$ cat src/rtl/video_pattern_source.sv
// Framed video test-pattern source: emits frame/line/pixel envelopes and
// deterministic Bayer-domain patterns, PPC pixels per beat, with backpressure.

// Per-pixel pattern generator; one instance per lane of the beat.
module video_pattern_source_lane #(
    parameter int PIX_W = 10,
    parameter int CW    = 11,
    parameter int K     = 0
) (
    input  logic [1:0]       pat_i,
    input  logic [PIX_W-1:0] line_i,
    input  logic [CW-1:0]    col_i,
    input  logic [PIX_W-1:0] idx_i,
    output logic [PIX_W-1:0] pix_o
);
    // Column of this lane is col_i+K, so its parity flips with odd K.
    localparam logic K_ODD = (K % 2) == 1;

    // Pattern value for column col_i+K on line line_i.
    always_comb begin
        pix_o = '0;
        case (pat_i)
            2'd0: begin
                if (!line_i[0]) pix_o = (col_i[0] ^ K_ODD) ? PIX_W'(32'h100) : PIX_W'(32'h200);
                else            pix_o = (col_i[0] ^ K_ODD) ? PIX_W'(32'h080) : PIX_W'(32'h100);
            end
            2'd1:    pix_o = PIX_W'(32'(col_i) + 32'(K));
            2'd2:    pix_o = line_i;
            default: pix_o = idx_i + PIX_W'(K);
        endcase
    end
endmodule

module video_pattern_source #(
    parameter int PIX_W     = 10,
    parameter int PPC       = 4,
    parameter int H_ACTIVE  = 640,
    parameter int V_ACTIVE  = 512,
    parameter int H_BLANK   = 16,
    parameter int V_FRONT   = 8,
    parameter int V_BACK    = 8,
    parameter int FRAME_GAP = 32
) (
    input  logic                 clk_i,
    input  logic                 reset_n_i,
    input  logic                 enable_i,
    input  logic [1:0]           pattern_sel_i,
    input  logic                 ready_i,
    output logic                 frame_valid_o,
    output logic                 line_valid_o,
    output logic                 pix_valid_o,
    output logic [PIX_W*PPC-1:0] pix_data_o,
    output logic [11:0]          line_cnt_o,
    output logic                 frame_done_o
);
    localparam int CW = $clog2(H_ACTIVE) + 1;

    localparam logic [2:0] S_IDLE  = 3'd0;
    localparam logic [2:0] S_FRONT = 3'd1;
    localparam logic [2:0] S_ACT   = 3'd2;
    localparam logic [2:0] S_BLANK = 3'd3;
    localparam logic [2:0] S_BACK  = 3'd4;
    localparam logic [2:0] S_GAP   = 3'd5;

    logic [2:0]       state;
    logic [15:0]      tmr;   // cycle counter for the fixed-length phases
    logic [CW-1:0]    col;   // first column of the current beat
    logic [11:0]      line;
    logic [PIX_W-1:0] idx;   // running pixel index within the frame, wraps at 2^PIX_W
    logic [1:0]       pat;   // pattern latched at frame start
    logic             done;

    logic last_beat;
    assign last_beat = (col == CW'(H_ACTIVE - PPC));

    // Frame sequencer; stalls in S_ACT hold every counter while ready_i is low.
    always_ff @(posedge clk_i or negedge reset_n_i) begin
        if (!reset_n_i) begin
            state <= S_IDLE;
            tmr   <= '0;
            col   <= '0;
            line  <= '0;
            idx   <= '0;
            pat   <= '0;
            done  <= 1'b0;
        end else begin
            done <= 1'b0;
            case (state)
                S_IDLE: begin
                    if (enable_i) begin
                        state <= S_FRONT;
                        pat   <= pattern_sel_i;
                        idx   <= '0;
                        line  <= '0;
                        col   <= '0;
                        tmr   <= '0;
                    end
                end
                S_FRONT: begin
                    if (tmr == 16'(V_FRONT - 1)) begin
                        state <= S_ACT;
                        tmr   <= '0;
                    end else tmr <= tmr + 16'd1;
                end
                S_ACT: begin
                    if (ready_i) begin
                        idx <= idx + PIX_W'(PPC);
                        if (last_beat) begin
                            col <= '0;
                            tmr <= '0;
                            if (line == 12'(V_ACTIVE - 1)) state <= S_BACK;
                            else begin
                                state <= S_BLANK;
                                line  <= line + 12'd1;
                            end
                        end else col <= col + CW'(PPC);
                    end
                end
                S_BLANK: begin
                    if (tmr == 16'(H_BLANK - 1)) begin
                        state <= S_ACT;
                        tmr   <= '0;
                    end else tmr <= tmr + 16'd1;
                end
                S_BACK: begin
                    if (tmr == 16'(V_BACK - 1)) begin
                        state <= S_GAP;
                        done  <= 1'b1;
                        tmr   <= '0;
                    end else tmr <= tmr + 16'd1;
                end
                S_GAP: begin
                    if (tmr == 16'(FRAME_GAP - 1)) begin
                        tmr  <= '0;
                        line <= '0;
                        idx  <= '0;
                        if (enable_i) begin
                            state <= S_FRONT;
                            pat   <= pattern_sel_i;
                        end else state <= S_IDLE;
                    end else tmr <= tmr + 16'd1;
                end
                default: state <= S_IDLE;
            endcase
        end
    end

    logic [PPC-1:0][PIX_W-1:0] pix;
    logic [PIX_W-1:0]          line_m;
    assign line_m = PIX_W'(line);

    for (genvar k = 0; k < PPC; k++) begin : g_lane
        video_pattern_source_lane #(.PIX_W(PIX_W), .CW(CW), .K(k)) u_lane (
            .pat_i  (pat),
            .line_i (line_m),
            .col_i  (col),
            .idx_i  (idx),
            .pix_o  (pix[k])
        );
    end

    assign frame_valid_o = (state == S_FRONT) || (state == S_ACT) ||
                           (state == S_BLANK) || (state == S_BACK);
    assign line_valid_o  = (state == S_ACT);
    assign pix_valid_o   = (state == S_ACT);
    assign pix_data_o    = (state == S_ACT) ? pix : '0;
    assign line_cnt_o    = line;
    assign frame_done_o  = done;
endmodule

$ cat config.mk
export PLATFORM = sky130hd
export DESIGN_NAME = video_pattern_source
export DESIGN_NICKNAME = d
export VERILOG_FILES = /design/src/rtl/video_pattern_source.sv
export SDC_FILE = /design/constraint.sdc
export NUM_CORES = 1
export LEC_CHECK = 0
export CAP_MARGIN = 10
export CORE_UTILIZATION = 48
export DETAILED_ROUTE_END_ITERATION = 12
export GPL_TIMING_DRIVEN = 0
export PLACE_DENSITY = 0.77
export SYNTH_ARGS = -nofsm -noshare
export SYNTH_HDL_FRONTEND = slang
export SYNTH_SLANG_ARGS = --single-unit
$ cat constraint.sdc
create_clock -name clk_i -period 2 [get_ports clk_i]
set_input_delay 0.2 -clock clk_i [delete_from_list [all_inputs] [get_ports clk_i]]
set_output_delay 0.2 -clock clk_i [all_outputs]
set_load 0.005 [all_outputs]
==> flow_metrics.env <==
export IMPL_cp_cell_sequence="buf_6 -> nor4_4 -> buf_4 -> nand4_1 -> o21a_1 -> buf_6 -> o311ai_4 -> o221ai_2"
export IMPL_min_delay_path_class="in2async"
export IMPL_synth_ff_latch_count=51
export IMPL_route_final_wire_length_mm=12.54
export IMPL_power_ir_vdd_worst_mv=0.6538
export IMPL_layoutNonFillerInstCount=639
export IMPL_synthDominantAreaCellType="sky130_fd_sc_hd__dfrtp_1"
export IMPL_switch_pwr_mw=2.613
export IMPL_fillCellCount=440
export IMPL_postSynthAreaPerCell_um2=8.244
export IMPL_net_count_of_the_mapped_netlist=437
export IMPL_worst_ep_arrival_time_ns=2.26
export IMPL_layout_nets=553
export IMPL_die_width_um=87.54
export IMPL_dieHeight_um=87.54
export IMPL_detail_route_vias_per_cell=6.396
export IMPL_synthCells=426
export IMPL_area_growth_pct=50.27
export IMPL_worst_skew_late_latency_ns=0.31
export IMPL_critical_path_max_stage_delay_ns=0.38
export IMPL_finalClockSkew_ns=0.003153
export IMPL_cts_htree_levels=2
export IMPL_clk_pin_slew_ns=0.09
export IMPL_cts_num_sinks=51
export IMPL_grt_remaining_overflow=0
export IMPL_power_switching_share=0.4555
export IMPL_ys_warnings_count=0
export IMPL_worst_slew_margin_rel=0.5564
export IMPL_worstSetupEndpointType="flop"
export IMPL_grt_pass1_vias=3586
export IMPL_layout_cell_area_non_filler_um2=5278
export IMPL_report_final_hold_viol_count=0
export IMPL_pin_slew_with_the_least_headroom_to_its_limit_ns=0.6647
export IMPL_power_density_nw_per_um2=1087
export IMPL_synth_seq_area_share=0.3634
export IMPL_grt_total_usage=0.2970
export IMPL_route_antenna_remaining_nets=0
export IMPL_netlist_area_um2=3512
export IMPL_share_comb_of_total_power=0.659
export IMPL_clockPowerShare=0.105
export IMPL_unrepaired_setup_endpoints_after_global_routing="yes"
export IMPL_drt_first_pass_iters=7
export IMPL_antenna_found_initial=0
export IMPL_setup_viol=18
export IMPL_slew_violations=0
export IMPL_max_freq_ghz=0.4797
export IMPL_total_leakage_power_nw=2.264
export IMPL_synth_edff_count=0
export IMPL_synth_top_cells_by_area="sky130_fd_sc_hd__dfrtp_1, sky130_fd_sc_hd__nand2_1, sky130_fd_sc_hd__a21oi_1"
export IMPL_startpoint="tmr[5]"
export IMPL_clock_root_buffer="sky130_fd_sc_hd__clkbuf_8"
export IMPL_fp_dieArea_um2=7663
export IMPL_async_set_reset_flop_share_out_of_synthesis=1.000
export IMPL_cp_max_fo=10
export IMPL_initialDrtViolationCount=468
export IMPL_final_common_cell="sky130_fd_sc_hd__buf_4"
export IMPL_tritoncts="yes"
export IMPL_yosys_most_used_dff="sky130_fd_sc_hd__dfrtp_1"
export IMPL_vias=4087
export IMPL_drt_drc_violations_left=0
export IMPL_min_period_over_period=1.042
export IMPL_detailedPlace_worstSlack_ns=-0.6911
export IMPL_worst_r2r_endpoint="tmr[2]"
export IMPL_crit_slowest_cell="sky130_fd_sc_hd__dfrtp_1"
export IMPL_maxCapViolCount=0
export IMPL_synthDistinctLibCells=63
export IMPL_rrSetupSlack_ns=-0.08
export IMPL_initial_utilization=0.5058
export IMPL_pin_count_of_the_biggest_net_entering_global_routing=33
export IMPL_internal_power_consumption_mw=3.124
export IMPL_hold_slack_ns=0.3638
export IMPL_ctsLongestPathBuffers=2
export IMPL_reg2regPathDepth=8
export IMPL_core_area_um2=6944
export IMPL_failed_checks="setup timing"
export IMPL_drive_above_1_share=0.3481
export IMPL_multi_input_comb_area_um2=2436
export IMPL_rr_startpoint="tmr[5]"
export IMPL_finalWeightedCongestion=0.8963
export IMPL_io_buffers=61
export IMPL_place_detailed_hpwl_mm=7.170
export IMPL_cts_buffers_inserted=5
export IMPL_timing_critical_path_from_type="flop"
export IMPL_layout_common_cells="sky130_fd_sc_hd__buf_4, sky130_fd_sc_hd__nand2_1, sky130_fd_sc_hd__dfrtp_1"
export IMPL_num_rows=30
export IMPL_route_detailed_wl_per_inst_um=19.63
export IMPL_placed_cell_area_um2=4258
export IMPL_seq_area_um2=1287
export IMPL_io_pin_count=62
export IMPL_antennaDiodeCount=0
export IMPL_post_synth_top_area_fraction=0.3634
export IMPL_timing_critical_path_required_ns=2.18
export IMPL_outcome="finished, violations left"
export IMPL_cp_endpoint="tmr[2]"
export IMPL_fin_crit_ns=2.085
export IMPL_grt_pass1_wl_mm=17.74
export IMPL_timing_final_ws_setup_ns=-0.08473
export IMPL_dp_cells=584
export IMPL_cpMostUsedCell="sky130_fd_sc_hd__buf_6"
export IMPL_p_seq_frac=0.236
export IMPL_setup_worst_path_class="reg2reg"
-- cell families after synthesis --
| logic type | count (synthesis) | synth area share |
|---|---|---|
| buffers and inverters | 44 | 0.06056 |
| AND/OR/NAND/NOR | 191 | 0.2896 |
| adder cells (fa/ha/maj) | 5 | 0.01781 |
| multiplexers | 13 | 0.04026 |
| AO/OA/AOI/OAI | 118 | 0.2184 |
| XOR/XNOR | 4 | 0.009974 |
| flip-flops | 51 | 0.3634 |
-- worst max-delay path, delay by kind of cell, from the launching register on --
| kind | cells | cell delay (ns) |
|---|---|---|
| AOI/OAI and AO/OA | 3 | 0.61 |
| buffers and inverters | 3 | 0.48 |
| and+or+nand+nor | 2 | 0.47 |
| DFF | 1 | 0.38 |
-- area by class of cell --
type | instances | share of cell area
flip-flops and latches | 51 | 0.2440
well taps | 96 | 0.02276
clock inverters | 2 | 0.002371
multi-input cells | 331 | 0.4616
repair buffers | 115 | 0.1835
inverters | 9 | 0.006401
plain buffers | 29 | 0.06567
clock buffers | 6 | 0.01375
-- sequential cells by signal (all words and copies together) (netlist names) --
| signal | cells |
|---|---|
| tmr | 16 |
| line_cnt_o | 12 |
| col | 9 |
| idx | 8 |
| state | 3 |
| pat | 2 |
| frame_done_o | 1 |
-- synthesized netlist by cell type, types with 2 or more instances --
library cell / number
sky130_fd_sc_hd__nor4_4: 2
sky130_fd_sc_hd__a41oi_1: 2
sky130_fd_sc_hd__o31ai_1: 4
sky130_fd_sc_hd__clkbuf_1: 16
sky130_fd_sc_hd__o211ai_1: 5
sky130_fd_sc_hd__o21ai_1: 7
sky130_fd_sc_hd__or2_2: 2
sky130_fd_sc_hd__buf_2: 8
sky130_fd_sc_hd__ha_1: 5
sky130_fd_sc_hd__and2_1: 3
sky130_fd_sc_hd__nor2_1: 38
sky130_fd_sc_hd__nand2b_1: 6
sky130_fd_sc_hd__inv_2: 2
sky130_fd_sc_hd__o311ai_1: 4
sky130_fd_sc_hd__and3_1: 17
sky130_fd_sc_hd__xnor2_1: 4
sky130_fd_sc_hd__nor3_2: 2
sky130_fd_sc_hd__a22oi_1: 5
sky130_fd_sc_hd__a21oi_1: 30
sky130_fd_sc_hd__o32ai_1: 5
sky130_fd_sc_hd__or3_1: 6
sky130_fd_sc_hd__nand3_1: 23
sky130_fd_sc_hd__mux2i_1: 4
sky130_fd_sc_hd__o21ai_0: 26
sky130_fd_sc_hd__nor3_1: 11
sky130_fd_sc_hd__and4_1: 7
sky130_fd_sc_hd__buf_4: 10
sky130_fd_sc_hd__inv_1: 7
sky130_fd_sc_hd__nand4_1: 12
sky130_fd_sc_hd__o22ai_1: 2
sky130_fd_sc_hd__a31oi_1: 4
sky130_fd_sc_hd__nand2_1: 49
sky130_fd_sc_hd__a21o_1: 2
sky130_fd_sc_hd__mux2_2: 9
sky130_fd_sc_hd__o21a_1: 6
sky130_fd_sc_hd__dfrtp_1: 51
sky130_fd_sc_hd__nor4_1: 2
sky130_fd_sc_hd__o311ai_0: 2
sky130_fd_sc_hd__a221oi_1: 2
-- layer usage --
metal	vias up	global-route usage	routed length [um]
met4	0	0.09687	348
met5	-	0	0
met1	1985	0.4090	5263
li1	1808	-	-
met2	248	0.4702	5968
met3	46	0.06032	960
-- power by group through the flow --
stage                     sequential, mW  combinational, mW  clock [mW]
final                               1.35               3.78       0.603
after floorplan                     1.27               1.49           0
after global routing                1.37               3.97       0.641
after global placement              1.30               2.22           0
after detailed placement            1.31               2.25           0
after CTS                           1.35               2.98       0.606
-- stage by stage --
stage | setup TNS (ns) | power, mW | utilization
after floorplan | 0 | 2.755 | -
after global placement | -69.64 | 3.518 | 0.6110
after detailed placement | -25.73 | 3.553 | 0.6132
after CTS | -0.07045 | 4.934 | 0.6996
after global routing | -2.983 | 5.978 | 0.7600
final | -0.5118 | 5.737 | 0.7600
-- how the worst min path moves through the flow --
stage	from	cells after the start	end
floorplan	reset_n_i	0	col[10]
global placement	idx[4]	1	idx[4]
CTS	reset_n_i	2	tmr[12]
detailed placement	reset_n_i	1	tmr[14]
global route	reset_n_i	2	tmr[12]
finish	reset_n_i	2	tmr[12]
-- what timing repair did --
item                       in CTS  in global routing
hold buffers                    1                  0
setup endpoints to repair      89                 76
hold endpoints to repair       19                  0
resized for setup             156                106
setup buffers                  24                 25
pin swaps                      18                 23
cloned                          1                  2
Power figures use the tool's default switching activity.
